[src/rtl/pwm_pkg.sv]
// pwm_pkg: shared state encodings for PWM-side control blocks.
package pwm_pkg;
    localparam logic [2:0] S_IDLE      = 3'd0;
    localparam logic [2:0] S_RAMP_UP   = 3'd1;
    localparam logic [2:0] S_HOLD_HIGH = 3'd2;
    localparam logic [2:0] S_RAMP_DOWN = 3'd3;
    localparam logic [2:0] S_HOLD_LOW  = 3'd4;
    typedef enum logic [2:0] {
        IDLE      = S_IDLE,
        RAMP_UP   = S_RAMP_UP,
        HOLD_HIGH = S_HOLD_HIGH,
        RAMP_DOWN = S_RAMP_DOWN,
        HOLD_LOW  = S_HOLD_LOW
    } fade_state_t;
endpackage

[src/rtl/pwm_boundary_det.sv]
// pwm_boundary_det: flags the last cycle of a PWM period (counter at max_value while enabled).
module pwm_boundary_det #(
    parameter int bit_width = 3
) (
    input  logic                 enable,
    input  logic [bit_width-1:0] pwm_counter,
    input  logic [bit_width-1:0] max_value,
    output logic                 bnd
);
    assign bnd = enable && (pwm_counter == max_value);
endmodule

[src/rtl/pwm_fade_ctrl.sv]
// pwm_fade_ctrl: trapezoidal duty sequencer updating duty only at PWM period boundaries.
// Define PWM_FADE_LOOP_EN to add the loop input for continuous breathing.
import pwm_pkg::*;
module pwm_fade_ctrl #(
    parameter int bit_width = 3,
    parameter int HOLD_W    = 8
) (
    input  logic                 clk,
    input  logic                 rst_n,
    input  logic                 enable,
    input  logic                 start,
    input  logic                 stop,
`ifdef PWM_FADE_LOOP_EN
    input  logic                 loop,
`endif
    input  logic [bit_width-1:0] pwm_counter,
    input  logic [bit_width-1:0] max_value,
    input  logic [bit_width-1:0] peak,
    input  logic [bit_width-1:0] floor,
    input  logic [bit_width-1:0] step,
    input  logic [HOLD_W-1:0]    hold_periods,
    output logic [bit_width-1:0] duty,
    output logic                 busy,
    output logic                 done
);
    fade_state_t          state_q, state_d;
    logic [bit_width-1:0] duty_d, pk_s, fl_s, st_s, step_eff;
    logic [HOLD_W-1:0]    hold_q, hold_d, hp_s;
    logic [bit_width:0]   up_sum, dn_lim;
    logic                 bnd, load, done_d;

    pwm_boundary_det #(.bit_width(bit_width)) u_bnd (
        .enable      (enable),
        .pwm_counter (pwm_counter),
        .max_value   (max_value),
        .bnd         (bnd)
    );

    // Sums carry one extra bit so the saturation tests cannot wrap.
    assign step_eff = (st_s == '0) ? bit_width'(1) : st_s;
    assign up_sum   = {1'b0, duty} + {1'b0, step_eff};
    assign dn_lim   = {1'b0, fl_s} + {1'b0, step_eff};

    always_ff @(posedge clk or negedge rst_n) begin
        if (!rst_n) state_q <= IDLE;
        else        state_q <= state_d;
    end

    always_comb begin
        state_d = state_q;
        duty_d  = duty;
        hold_d  = hold_q;
        done_d  = 1'b0;
        load    = 1'b0;
        if (enable && stop) begin
            state_d = IDLE;
            duty_d  = '0;
        end else if (state_q == IDLE) begin
            if (enable && start && peak > floor) begin
                load    = 1'b1;
                duty_d  = floor;
                state_d = RAMP_UP;
            end
        end else if (bnd) begin
            case (state_q)
                RAMP_UP: begin
                    if (up_sum >= {1'b0, pk_s}) begin
                        duty_d  = pk_s;
                        hold_d  = hp_s;
                        state_d = HOLD_HIGH;
                    end else duty_d = up_sum[bit_width-1:0];
                end
                HOLD_HIGH: begin
                    if (hold_q == '0) state_d = RAMP_DOWN;
                    else              hold_d  = hold_q - 1'b1;
                end
                RAMP_DOWN: begin
                    if ({1'b0, duty} <= dn_lim) begin
                        duty_d  = fl_s;
                        hold_d  = hp_s;
                        state_d = HOLD_LOW;
                    end else duty_d = duty - step_eff;
                end
                HOLD_LOW: begin
                    if (hold_q == '0) begin
`ifdef PWM_FADE_LOOP_EN
                        state_d = loop ? RAMP_UP : IDLE;
                        done_d  = !loop;
`else
                        state_d = IDLE;
                        done_d  = 1'b1;
`endif
                    end else hold_d = hold_q - 1'b1;
                end
                default: state_d = IDLE;
            endcase
        end
    end

    assign busy = (state_q != IDLE);

    always_ff @(posedge clk or negedge rst_n) begin
        if (!rst_n) begin
            duty   <= '0;
            hold_q <= '0;
            done   <= 1'b0;
            pk_s   <= '0;
            fl_s   <= '0;
            st_s   <= '0;
            hp_s   <= '0;
        end else begin
            duty   <= duty_d;
            hold_q <= hold_d;
            done   <= done_d;
            if (load) begin
                pk_s <= peak;
                fl_s <= floor;
                st_s <= step;
                hp_s <= hold_periods;
            end
        end
    end
endmodule

[config.mk]
export PLATFORM = sky130hd
export DESIGN_NAME = pwm_fade_ctrl
export DESIGN_NICKNAME = d
export VERILOG_FILES = /design/src/rtl/pwm_pkg.sv /design/src/rtl/pwm_boundary_det.sv /design/src/rtl/pwm_fade_ctrl.sv
export SDC_FILE = /design/constraint.sdc
export NUM_CORES = 1
export LEC_CHECK = 0
export BUFFER_PORTS_ARGS = -buffer_cell sky130_fd_sc_hd__buf_2
export CAP_MARGIN = 25
export CORE_MARGIN = 2
export CORE_UTILIZATION = 50
export CTS_CLUSTER_SIZE = 25
export DETAILED_ROUTE_END_ITERATION = 8
export PLACE_DENSITY = 0.71
export SLEW_MARGIN = 20
export SYNTH_ARGS = -nofsm -noshare
export SYNTH_HDL_FRONTEND = slang
export SYNTH_SLANG_ARGS = --single-unit
[constraint.sdc]
create_clock -name clk -period 3.2 [get_ports clk]
set_clock_uncertainty 0.05 [all_clocks]
set_input_delay 0.64 -clock clk [delete_from_list [all_inputs] [get_ports clk]]
set_output_delay 0.64 -clock clk [all_outputs]
set_load 0.1 [all_outputs]
# --- Word level (Yosys, flattened, before mapping) ---
# Cells that the tools add are included.
classes:
  add_sub_neg: 4
  magnitude_cmp: 3
  eq_ne: 13
  mux: 29
  bitwise: 2
  n_reduce_logical: 15
ops:
  columns: ["op", "n"]
  rows:
  - ["3-bit 2-to-1 mux", 15]
  - ["8-bit 2-to-1 mux", 3]
  - ["8-bit one-hot mux with 3 select lines", 1]
  - ["4-bit inequality test, second input constant", 4]
  - ["3-bit one-hot mux with 4 select lines", 1]
  - ["3-bit nonzero test", 3]
  - ["3-bit by 3-bit adder with 4-bit output", 2]
  - ["8-bit logical NOT", 1]
  - ["1-bit 2-to-1 mux", 8]
  - ["8-bit by 1-bit subtractor with 8-bit output, second input constant", 1]
  - ["7-bit AND reduction", 1]
  - ["3-bit by 2-bit == test with 1-bit output, second input constant", 2]
  - ["3-bit logical NOT", 2]
  - ["2-bit inequality test, second input constant", 3]
  - ["3-bit one-hot mux with 2 select lines", 1]
  - ["6-bit AND reduction", 1]
  - ["4-bit by 3-bit greater-or-equal comparator with 1-bit output", 1]
  - ["3-bit by 4-bit less-or-equal comparator with 1-bit output", 1]
  - ["1-bit logical AND", 4]
  - ["4-bit nonzero test", 1]
  - ["3-bit by 1-bit == test with 1-bit output, second input constant", 1]
  - ["3-bit == test", 1]
  - ["3-bit == test, second input constant", 1]
  - ["3-bit greater-than comparator", 1]
  - ["other kinds (5)", 6]
word_totals:
  register_bits: 32
  in_bits: 28
  output_inout_bits: 5
  elab_cells: 74

# --- Longest topological paths before layout ---
# Gate-level depths: netlist of the first run.
depth:
  ltp_word: 9
  mapped_depth: 12
  mapped_depth_nobuf: 12

# --- Modules after synthesis ---
# From an unflattened synthesis of the first run, not the netlist that was laid out.
hier_totals:
  cells_unflattened: 243
  hier_area_um2: 2342.2
modules_own_cells:
  columns: ["mod", "n_inst", "cells_each", "area_each_um2"]
  rows:
  - ["pwm_fade_ctrl", 1, 239, 2307.2]
  - ["pwm_boundary_det", 1, 4, 35.0]

# --- Worst setup path before layout of the first run ---
# Ideal clock, no wire load.
synth_timing:
  kind: "register to register"
  from: "register duty[1]"
  to: "register hold_q[1]"
  arrival_ns: 3.076
  required_time_ns: 3.019
  setup_slack_ns: -0.057
  stages_incl_launch_ff: 11
  synth_period_minus_slack_ns: 3.257
  path_cell_list: "dfrtp_1 inv_1 fa_1 inv_1 ha_1 o21ai_0 a21o_1 nand3_1 a221oi_4 nor2_2 mux2i_1"
synth_via:
  elab_chain_cells: 4
  elab_cells_between_ends: 6
  classes_between: "add/sub (1); order compare (2); eq/ne (2); reduce/logical (1)"
synth_rtl:
  columns: ["item", "line_no", "rtl"]
  rows:
  - ["from (decl)", "pwm_fade_ctrl.sv:22", "output logic [bit_width-1:0] duty,"]
  - ["from (signal assigned)", "pwm_fade_ctrl.sv:112", "duty <= duty_d;"]
  - ["3-bit by 3-bit adder with 4-bit output", "pwm_fade_ctrl.sv:41", "assign up_sum = {1'b0, duty} + {1'b0, step_eff};"]
  - ["4-bit by 3-bit greater-or-equal comparator with 1-bit output", "pwm_fade_ctrl.sv:67", "if (up_sum >= {1'b0, pk_s}) begin"]
  - ["2-bit inequality test (no source line)", null, null]
  - ["7-bit AND reduction (no source line) (*)", null, null]
  - ["to (signal assigned)", "pwm_fade_ctrl.sv:113", "hold_q <= hold_d;"]
  - ["to (decl)", "pwm_fade_ctrl.sv:28", "logic [HOLD_W-1:0] hold_q, hold_d, hp_s;"]
# Every way passes the cells marked *; elsewhere a longest branch is shown, timed or not.
# A chain may end at the register's enable or synchronous reset.

# --- Final worst setup path of the first run ---
layout_timing:
  from: "register st_s[0]"
  to: "register state_q[2]"
layout_via:
  elab_chain_cells: 6
  elab_cells_between_ends: 9
  classes_between: "add/sub (2); order compare (2); eq/ne (2); mux (1); reduce/logical (2)"
layout_rtl:
  columns: ["item", "line_no", "rtl"]
  rows:
  - ["from (decl)", "pwm_fade_ctrl.sv:27", "logic [bit_width-1:0] duty_d, pk_s, fl_s, st_s, step_eff;"]
  - ["from (signal assigned)", "pwm_fade_ctrl.sv:118", "st_s <= step;"]
  - ["3-bit logical NOT", "pwm_fade_ctrl.sv:40", "assign step_eff = (st_s == '0) ? bit_width'(1) : st_s;"]
  - ["3-bit 2-to-1 mux (*)", "pwm_fade_ctrl.sv:40", null]
  - ["3-bit by 3-bit adder with 4-bit output (on tied branches)", "pwm_fade_ctrl.sv:42, pwm_fade_ctrl.sv:41", null]
  - ["3-bit by 4-bit less-or-equal comparator with 1-bit output or 4-bit by 3-bit greater-or-equal comparator with 1-bit output (tied branches)", "pwm_fade_ctrl.sv:78, pwm_fade_ctrl.sv:67", null]
  - ["4-bit inequality test (no source line)", null, null]
  - ["6-bit AND reduction (no source line) (*)", null, null]
  - ["to (signal assigned)", "pwm_fade_ctrl.sv:46", "else state_q <= state_d;"]
  - ["to (decl)", "pwm_fade_ctrl.sv:26", "fade_state_t state_q, state_d;"]
# Marks and branches as above.

==> results.md, run 1 <==
* Setup violators final at 0
* Crit Path Max Fanout at 5
* Syn Nets at 278
* Core area at 0.00432 mm2
* Buf/Inv on CP at 1
* Area taken by multi-input logic gates at 0.00134 mm2
* First-pass GRT wire length at 8360 um
* Flops & latches, synth at 32
* CTS tree: done
* Residual DRC at 0
* Arrival @ worst endpoint at 3.21 ns
* Vias in the first global route at 1783
* Mapped Avg Cell Area at 9.76 um2
* Adder-Cell Fraction of Synth Area at 14.0%
* Sequential cell area at 803 um2
* CP required at 3.33 ns
* Initial Util at 51.2%
* Detailed Route Iter0 Violations at 78
* # port buffers at 32
* Count of mapped cells out of synthesis at 227
* Post-synthesis mux area share at 9.89%
* Clk Latency, worst-skew pair at 0.29 ns
* Critical-path top delay cell: fa_1
* Hpwl dp at 3810 um
* Dominant cells by area after synthesis: dfrtp_1 (36%), ha_1 (11%), mux2_2 (7.6%)
* Detailed Route WL at 5080 um
* Hold_ws at 0.357 ns
* Crit path launch type: flip-flop
* Layout fillers at 387
* Setup TNS at 0 ns
* R2r setup slk at 0.12 ns
* CP endpoint kind: flip-flop
* Largest family of logic cells by synthesized area: compound AO/OA/AOI/OAI gates
* Post-CTS Hold Buffers at 0
* DP Cell Count at 309
* Die width at 70.6 um
* Cell Area, Synth at 0.00221 mm2
* DR pass1 iterations at 4
* Ports at 33
* Unique masters post-synth at 44
* Area leader, netlist: dfrtp_1
* Post-layout minimum cycle time at 3.08 ns
* Post-Synth Simple-Gate Area at 13.3%
* Clock transition at path regs at 0.08 ns
* Layout cells sized above 1 at 28.1%
* Tightest Pin Transition at 0.734 ns
* Layout Utilization at 60.5%
* CP cell instances: o21bai_4 -> ha_2 -> fa_1 -> inv_1 -> ha_1 -> nor2b_1 -> o21a_1 -> o221ai_4 -> o21bai_1 -> a211o_1 -> mux2_4
* DR vias at 1800
* # nets final at 317
* Via density at 5.64
* Slowest cell delay on critical path at 0.48 ns
* WL/cell at 15.9 um
* Area Growth Syn to Fin at 18.1%
* Run status: finished, final reports clean
* Total GRT Usage at 21.3%
* Worst Reg2Reg Path Length in Cells at 11
* # Max-Cap Violations at 0
* Crit Path Class: reg2reg
* H-tree levels at 2
* ANT cells at 0
* CTS Buf Count at 5
* FP Rows at 24
* Synth Warn # at 0
* GP Congestion at 0.853
* Detail Route Antenna Nets at 0
* Initial antenna violation count at 0
* Top cell family by delay on the critical path: compound AO/OA/AOI/OAI gates
* Die area at 0.00498 mm2
* XOR/XNOR Fraction of Synth Area at 2.77%
* Finished Layout Cells at 319
* Clock tree buffer depth at 2
* Critical R2R Launch: st_s[0]
* Pin count of the biggest net entering global routing at 33
* Root Driver: clkbuf_8
* Hold/Removal Path Class: in2async
* Fmax at 325 MHz
* Pins Over Slew Limit at 0
* Period utilization at 96.2%
* Final Hold Viols at 0
* Max transition margin at 51.1%
* Chip Height at 70.6 um
* GRT overflow at 0
* CTS Sinks at 32
* RR Endpoint: state_q[2]
* Yosys top cell area share at 36.2%
* Area fraction in compound gates after synthesis at 18.9%
* Post-synthesis sequential area ratio at 36.2%
synth_stat cells, drive strengths merged:
cell	count
dfrtp	32
ha	20
inv	19
nand2	18
mux2	17
nor2	17
o21ai	15
a21oi	10
nor3	9
a2bb2oi	6
a31oi	6
xnor2	6
a211oi	5
nand3	5
clkbuf	4
buf	3
fa	3
nand4	3
nor2b	3
or3	3
a21o	2
and2	2
and3	2
mux2i	2
o21bai	2
o221ai	2
a211o	1
a221o	1
a221oi	1
nor4	1
o2111ai	1
o211a	1
o21a	1
o2bb2ai	1
o311a	1
o31ai	1
xor2	1
stage by stage:
stage	worst slack [ns]	cell area [um2]
final	0.120	2620
after global routing	-0.0134	2620
after CTS	0.0142	2570
after detailed placement	0.0254	2450
after global placement	0.101	2450
after floorplan	0.122	2220
what timing repair did:
| item | in CTS | in global routing |
|---|---|---|
| setup buffers | 0 | 2 |
| pin swaps | 0 | 4 |
| gates resized for setup | 1 | 5 |
| setup endpoints to repair | 1 | 12 |
cells by family after synthesis:
group                      count (synthesis)
buffers and inverters                     26
and+or+nand+nor                           63
xor gates and xnor gates                   7
muxes                                     19
adders and majority gates                 23
AOI/OAI and AO/OA                         57
DFF                                       32
worst register-to-register path: cells and delay by family, from the launching register on:
family                   cells  cell delay, ns
flip-flops                   1            0.39
AND/OR/NAND/NOR              1            0.13
adder cells (fa/ha/maj)      3            0.96
AO/OA/AOI/OAI                5            1.09
buffers and inverters        1            0.04
multiplexers                 1            0.31
how the worst max path moves through the flow:
| stage | slack [ns] | cells past startpoint | to | from |
|---|---|---|---|---|
| after floorplan | 0.12 | 11 | state_q[0] | st_s[1] |
| after global placement | 0.10 | 12 | hold_q[1] | st_s[0] |
| after detailed placement | 0.03 | 11 | state_q[2] | st_s[0] |
| after CTS | 0.01 | 11 | state_q[2] | st_s[0] |
| after global routing | -0.01 | 11 | state_q[2] | st_s[0] |
| final | 0.12 | 11 | state_q[2] | st_s[0] |
registers in the layout, summed over array words and instances (netlist names):
| register | count |
|---|---|
| done | 1 |
| duty | 3 |
| fl_s | 3 |
| hold_q | 8 |
| hp_s | 8 |
| pk_s | 3 |
| st_s | 3 |
| state_q | 3 |
cell usage in the layout (no fill, tap or decap), types with 6 or more instances in the layout:
cell and instances:
buf_2 32, dfrtp_1 30, inv_1 19, ha_1 19
nand2_1 18, nor2_1 16, o21ai_0 15, mux2_2 15
nor3_1 9, a21oi_1 9, a31oi_1 6, a2bb2oi_1 6
buf_4 6
metal layers:
metal	up-vias	wire [um]	track usage (%)
met5	-	0	0
li1	896	-	-
met2	35	2600	36.0
met4	0	59	5.03
met1	863	2230	28.4
met3	6	187	4.70
area by class of cell:
type	count	share of cell area, %
multi-input combinational	169	51.1
sequential	32	30.7
timing repair buffer	39	8.61
inverter	19	2.73
clock buffer	5	2.63
tap	52	2.49
clock inverter	3	1.77
Power of run 1 is left out: the tool's default activity adds up to more than one toggle a clock period on the data nets, which glitch-free logic cannot reach.
==> inputs of run 2 (changes only) <==
--- a/config.mk
+++ b/config.mk
@@ -11,7 +11,8 @@
 export CORE_UTILIZATION = 50
 export CTS_CLUSTER_SIZE = 25
 export DETAILED_ROUTE_END_ITERATION = 8
-export PLACE_DENSITY = 0.71
+export MAX_ROUTING_LAYER = met4
+export PLACE_DENSITY_LB_ADDON = 0.1
 export SLEW_MARGIN = 20
 export SYNTH_ARGS = -nofsm -noshare
 export SYNTH_HDL_FRONTEND = slang
==> run 2 against run 1 <==
Global-route usage fell by 0.30 points. Register-to-register slack improved by 0.02 ns. Sequential cell count stayed put. Die area stayed put. Fmax is 0.76% higher. First-iteration DRC count up 17%. Sequential share of layout area increased by 0.33 points. Critical path depth unchanged. Setup slack improved by 0.023 ns. Cell count is 0.63% higher. Critical endpoint is now state_q[0].
==> results.md, run 2 (synthesis results as in run 1) <==
* Initial antenna violation count at 0
* Core area at 0.00432 mm2
* H-tree levels at 2
* Pins Over Slew Limit at 0
* Residual DRC at 0
* Layout cells sized above 1 at 27.5%
* CP required at 3.32 ns
* Via density at 5.52
* Ports at 33
* # port buffers at 32
* Layout fillers at 406
* ANT cells at 0
* Hold/Removal Path Class: in2async
* Crit path launch type: flip-flop
* Root Driver: clkbuf_8
* # nets final at 319
* Post-CTS Hold Buffers at 0
* Biggest regs: hold_q: 8 flops, hp_s: 8 flops
* Setup violators final at 0
* Area taken by multi-input logic gates at 0.00131 mm2
* DR pass1 iterations at 5
* Die width at 70.6 um
* Area Growth Syn to Fin at 16.8%
* Critical R2R Launch: st_s[0]
* Initial Util at 51.2%
* Tightest Pin Transition at 0.697 ns
* R2r setup slk at 0.14 ns
* Hpwl dp at 3580 um
* Detailed Route WL at 4590 um
* Most frequent cells in the layout: buf_2 (32), dfrtp_1 (30), ha_1 (20)
* DP Cell Count at 313
* Vias in the first global route at 1739
* Clock transition at path regs at 0.07 ns
* CP endpoint kind: flip-flop
* Setup TNS at 0 ns
* CTS Buf Count at 5
* Run status: finished, final reports clean
* Worst Reg2Reg Path Length in Cells at 11
* Commonest non-fill, non-tap cell in the layout: buf_2
* Crit Path Class: reg2reg
* GP Congestion at 0.858
* FP Rows at 24
* Detailed Route Iter0 Violations at 91
* Clock tree buffer depth at 2
* First-pass GRT wire length at 8100 um
* # Max-Cap Violations at 0
* RR Endpoint: state_q[0]
* Detail Route Antenna Nets at 0
* Final Hold Viols at 0
* Sequential cell area at 803 um2
* Crit Path Max Fanout at 4
* Pin count of the biggest net entering global routing at 33
* Final setup margin at 0.144 ns
* Post-layout minimum cycle time at 3.06 ns
* Finished Layout Cells at 321
* Arrival @ worst endpoint at 3.17 ns
* Unrepaired setup endpoints after global routing: no
* DR vias at 1773
* Chip Height at 70.6 um
* WL/cell at 14.3 um
* Max transition margin at 53.5%
* DP Worst Slack at 0.0855 ns
* Period utilization at 95.5%
* Total GRT Usage at 21.0%
* Hold_ws at 0.354 ns
* CTS tree: done
* GRT overflow at 0
* CTS Sinks at 32
* Die area at 0.00498 mm2
* Fmax at 327 MHz
* Clk Latency, worst-skew pair at 0.28 ns
## run 2: cell count changes in the layout (fill, tap and decap cells not counted), sizes merged
cell	before	now
inv	20	19
clkinvlp	1	0
buf	39	41
clkinv	0	1
clkbuf	5	6
## run 2: layer usage
metal | GRT usage, % | vias up | share of wire [%]
met1 | 27.8 | 835 | 47
li1 | - | 900 | -
met5 | - | - | 0
met4 | 5.03 | 0 | 0.96
met3 | 4.70 | 5 | 2.8
met2 | 33.4 | 33 | 49
## run 2: final cells by class
class,count,share of cell area [%]
multi-input cells,169,50.7
flip-flops and latches,32,31.0
repair buffers,41,8.80
clock buffers,6,2.80
inverters,19,2.76
well taps,52,2.51
clock inverters,2,1.35
## run 2: critical path, stage by stage (launching register included)
cell and delay, ns:
dfrtp_1 0.37, o21bai_2 0.21, ha_1 0.21, fa_1 0.49
inv_1 0.04, ha_1 0.27, nor2b_1 0.13, o21a_1 0.19
o221ai_4 0.22, o21bai_1 0.14, a211o_1 0.32, mux2_4 0.31
## run 2: how the worst max path moves through the flow
stage            start    endpoint  slack (ns)  cells after the start
2_1_floorplan  st_s[1]  state_q[0]        0.12                     11
3_3_place_gp   st_s[0]  state_q[0]        0.14                     11
3_5_place_dp   st_s[0]  state_q[0]        0.09                     11
4_1_cts        st_s[0]  state_q[0]        0.08                     11
5_1_grt        st_s[1]   hold_q[4]       0.007                     13
6_report       st_s[0]  state_q[0]        0.14                     11
## run 2: timing repair
item / CTS / global route
buffers inserted: 0 / 0
resized for setup: 0 / 2
hold endpoints to repair: 0 / 0
setup endpoints to repair: 0 / 11
## run 2: metrics by stage
step | area [um2] | utilization [%]
after CTS | 2580 | 59.6
after global placement | 2470 | 57.1
after floorplan | 2220 | -
after detailed placement | 2470 | 57.1
after global routing | 2590 | 59.8
final | 2590 | 59.8
Power of run 2 is left out for the same reason.
==> inputs of run 3 (changes only) <==
--- a/config.mk
+++ b/config.mk
@@ -5,6 +5,7 @@
 export SDC_FILE = /design/constraint.sdc
 export NUM_CORES = 1
 export LEC_CHECK = 0
+export ABC_AREA = 1
 export BUFFER_PORTS_ARGS = -buffer_cell sky130_fd_sc_hd__buf_2
 export CAP_MARGIN = 25
 export CORE_MARGIN = 2
==> run 3 against run 2 <==
Synthesized cell count increased by 34%. Fmax up 7.2%. Core utilization is 2.2 points lower. Largest cell class unchanged. Global-route usage fell by 0.13 points. Via count is 12% higher. Register-to-register slack improved by 0.21 ns.
==> results.md, run 3 <==
* Run status: finished, final reports clean
* Max transition margin at 51.6%
* Clock transition at path regs at 0.06 ns
* EDFF count, synth at 0
* Count of mapped cells out of synthesis at 305
* Synth Warn # at 0
* GP Congestion at 0.854
* Unrepaired setup endpoints after global routing: no
* Setup TNS at 0 ns
* Commonest non-fill, non-tap cell in the layout: nand2_1
* Total GRT Usage at 20.9%
* Via density at 5.01
* Design area at 0.00269 mm2
* Detailed Route Iter0 Violations at 111
* # nets final at 391
* Die width at 73.3 um
* Cell Area, Synth at 0.00240 mm2
* DR vias at 1978
* Arrival @ worst endpoint at 3.00 ns
* Chip Height at 73.3 um
* Core area at 0.00466 mm2
* Clock tree buffer depth at 2
* Dominant cells by area after synthesis: dfrtp_1 (33%), ha_1 (10%), nand2_1 (8.9%)
* CP endpoint kind: flip-flop
* Tightest Pin Transition at 0.727 ns
* ANT cells at 0
* Slowest cell delay on critical path at 0.38 ns
* Setup violators final at 0
* Hpwl dp at 3750 um
* Ports at 33
* Initial antenna violation count at 0
* Syn Nets at 356
* Mapped Avg Cell Area at 7.87 um2
* CTS Buf Count at 5
* # Max-Cap Violations at 0
* CP required at 3.35 ns
* Vias in the first global route at 1917
* Critical-path top delay cell: dfrtp_1
* Detail Route Antenna Nets at 0
* Area Growth Syn to Fin at 11.9%
* Pin count of the biggest net entering global routing at 33
* Crit path launch type: flip-flop
* Count leader, synth: nand2_1
* Crit Path Class: reg2reg
* Hold_ws at 0.371 ns
* Pins Over Slew Limit at 0
* Final Hold Viols at 0
* Sequential cell area at 801 um2
* Hold/Removal Path Class: in2async
* Post-CTS Hold Buffers at 0
* Layout cells sized above 1 at 21.7%
* Residual DRC at 0
* Area leader, netlist: dfrtp_1
* Fmax at 351 MHz
* WL/cell at 12.2 um
* R2r setup slk at 0.35 ns
* GRT overflow at 0
* CTS tree: done
* Post-DP Area at 0.00259 mm2
* Crit Path Max Fanout at 16
* Clk Latency, worst-skew pair at 0.27 ns
* Area taken by multi-input logic gates at 0.00137 mm2
* Most frequent cells in the layout: nand2_1 (57), inv_1 (50), dfrtp_1 (32), buf_2 (32), nor2_1 (29)
* Commonest cells in the synthesized netlist: nand2_1 (57), inv_1 (50), dfrtp_1 (32)
* CTS Sinks at 32
* # port buffers at 32
* Root Driver: clkbuf_8
* First-pass GRT wire length at 8540 um
* Yosys top cell area share at 33.4%
* FP Rows at 25
* Layout fillers at 457
* Unique masters post-synth at 35
* Detailed Route WL at 4820 um
* Flops & latches, synth at 32
* CP cell instances: o21bai_2 -> ha_1 -> fa_1 -> xnor2_1 -> ha_1 -> nand3_1 -> nand2_1 -> nor2_1 -> nand3_2 -> nand3_4 -> nand2_1 -> o21ai_2
* Initial Util at 51.5%
* Period utilization at 89.1%
* Ys flop type: dfrtp_1
* Biggest regs: hold_q: 8 flops, hp_s: 8 flops
* Finished Layout Cells at 395
* DP Cell Count at 387
* DR pass1 iterations at 4
* Post-synthesis sequential area ratio at 33.4%
* Post-synth ARST share at 100%
* Die area at 0.00537 mm2
* H-tree levels at 2
* Post-layout minimum cycle time at 2.85 ns
==> run 3: cell count changes after synthesis, moves of 5 or more <==
cell       previous run  this run
mux2_2               15         4
a21oi_1               9        16
a2bb2oi_1             6         0
nor2_1               16        29
nand2_2               0         6
a211oi_1              5         0
nor3_1                9         1
o21ai_2               0         8
inv_1                19        50
o21ai_0              15         8
nand2_1              18        57
a31oi_1               6         0
nand3_1               5        27
==> run 3: worst paths after layout <==
kind                            startpoint  cells past startpoint         to
worst max register to register     st_s[0]                     12  hold_q[1]
worst min register to register     hp_s[6]                      1    hp_s[6]
worst max-delay path               st_s[0]                     12  hold_q[1]
worst min-delay path                 rst_n                      1    st_s[0]
min in group clk                   hp_s[6]                      1    hp_s[6]
max in group asynchronous            rst_n                      1    pk_s[2]
==> run 3: area by class of cell <==
| cell class | instances | area share, % |
|---|---|---|
| Multi-Input combinational cell | 216 | 51.0 |
| Sequential cell | 32 | 29.8 |
| Inverter | 53 | 7.41 |
| Timing Repair Buffer | 32 | 5.96 |
| Clock buffer | 8 | 3.35 |
| Tap cell | 54 | 2.52 |
==> run 3: logic make-up after synthesis <==
| logic type | synth area share [%] |
|---|---|
| AOI/OAI and AO/OA | 11.4 |
| xor gates and xnor gates | 1.83 |
| adders and majority gates | 12.9 |
| buffers and inverters | 9.75 |
| DFF | 33.4 |
| muxes | 3.28 |
| and+or+nand+nor | 27.5 |
==> run 3: stage by stage <==
| stage | worst slack (ns) | util (%) |
|---|---|---|
| after floorplan | 0.314 | - |
| after global placement | 0.368 | 55.6 |
| after detailed placement | 0.279 | 55.6 |
| after CTS | 0.254 | 57.6 |
| after global routing | 0.104 | 57.6 |
| final | 0.349 | 57.6 |
==> run 3: per-layer routing <==
metal  GRT usage (%)  up-vias  routed length, um
met1            28.1      883               2390
met4            4.53        0                 55
li1                -     1042                  -
met3            3.98        6                195
met2            32.9       47               2180
met5               -        -                  0
==> run 3: worst max-delay path: cells and delay by family, from the launching register on <==
kind / cells / cell delay, ns
and+or+nand+nor: 6 / 0.99
adders and majority gates: 3 / 0.88
DFF: 1 / 0.38
AOI/OAI and AO/OA: 2 / 0.30
xor gates and xnor gates: 1 / 0.17
==> run 3: repair_timing <==
action | 4_1_cts | 5_1_grt
buffers inserted | 0 | 0
setup endpoints to repair | 0 | 6
resized for setup | 0 | 1
Power of run 3 is left out for the same reason.
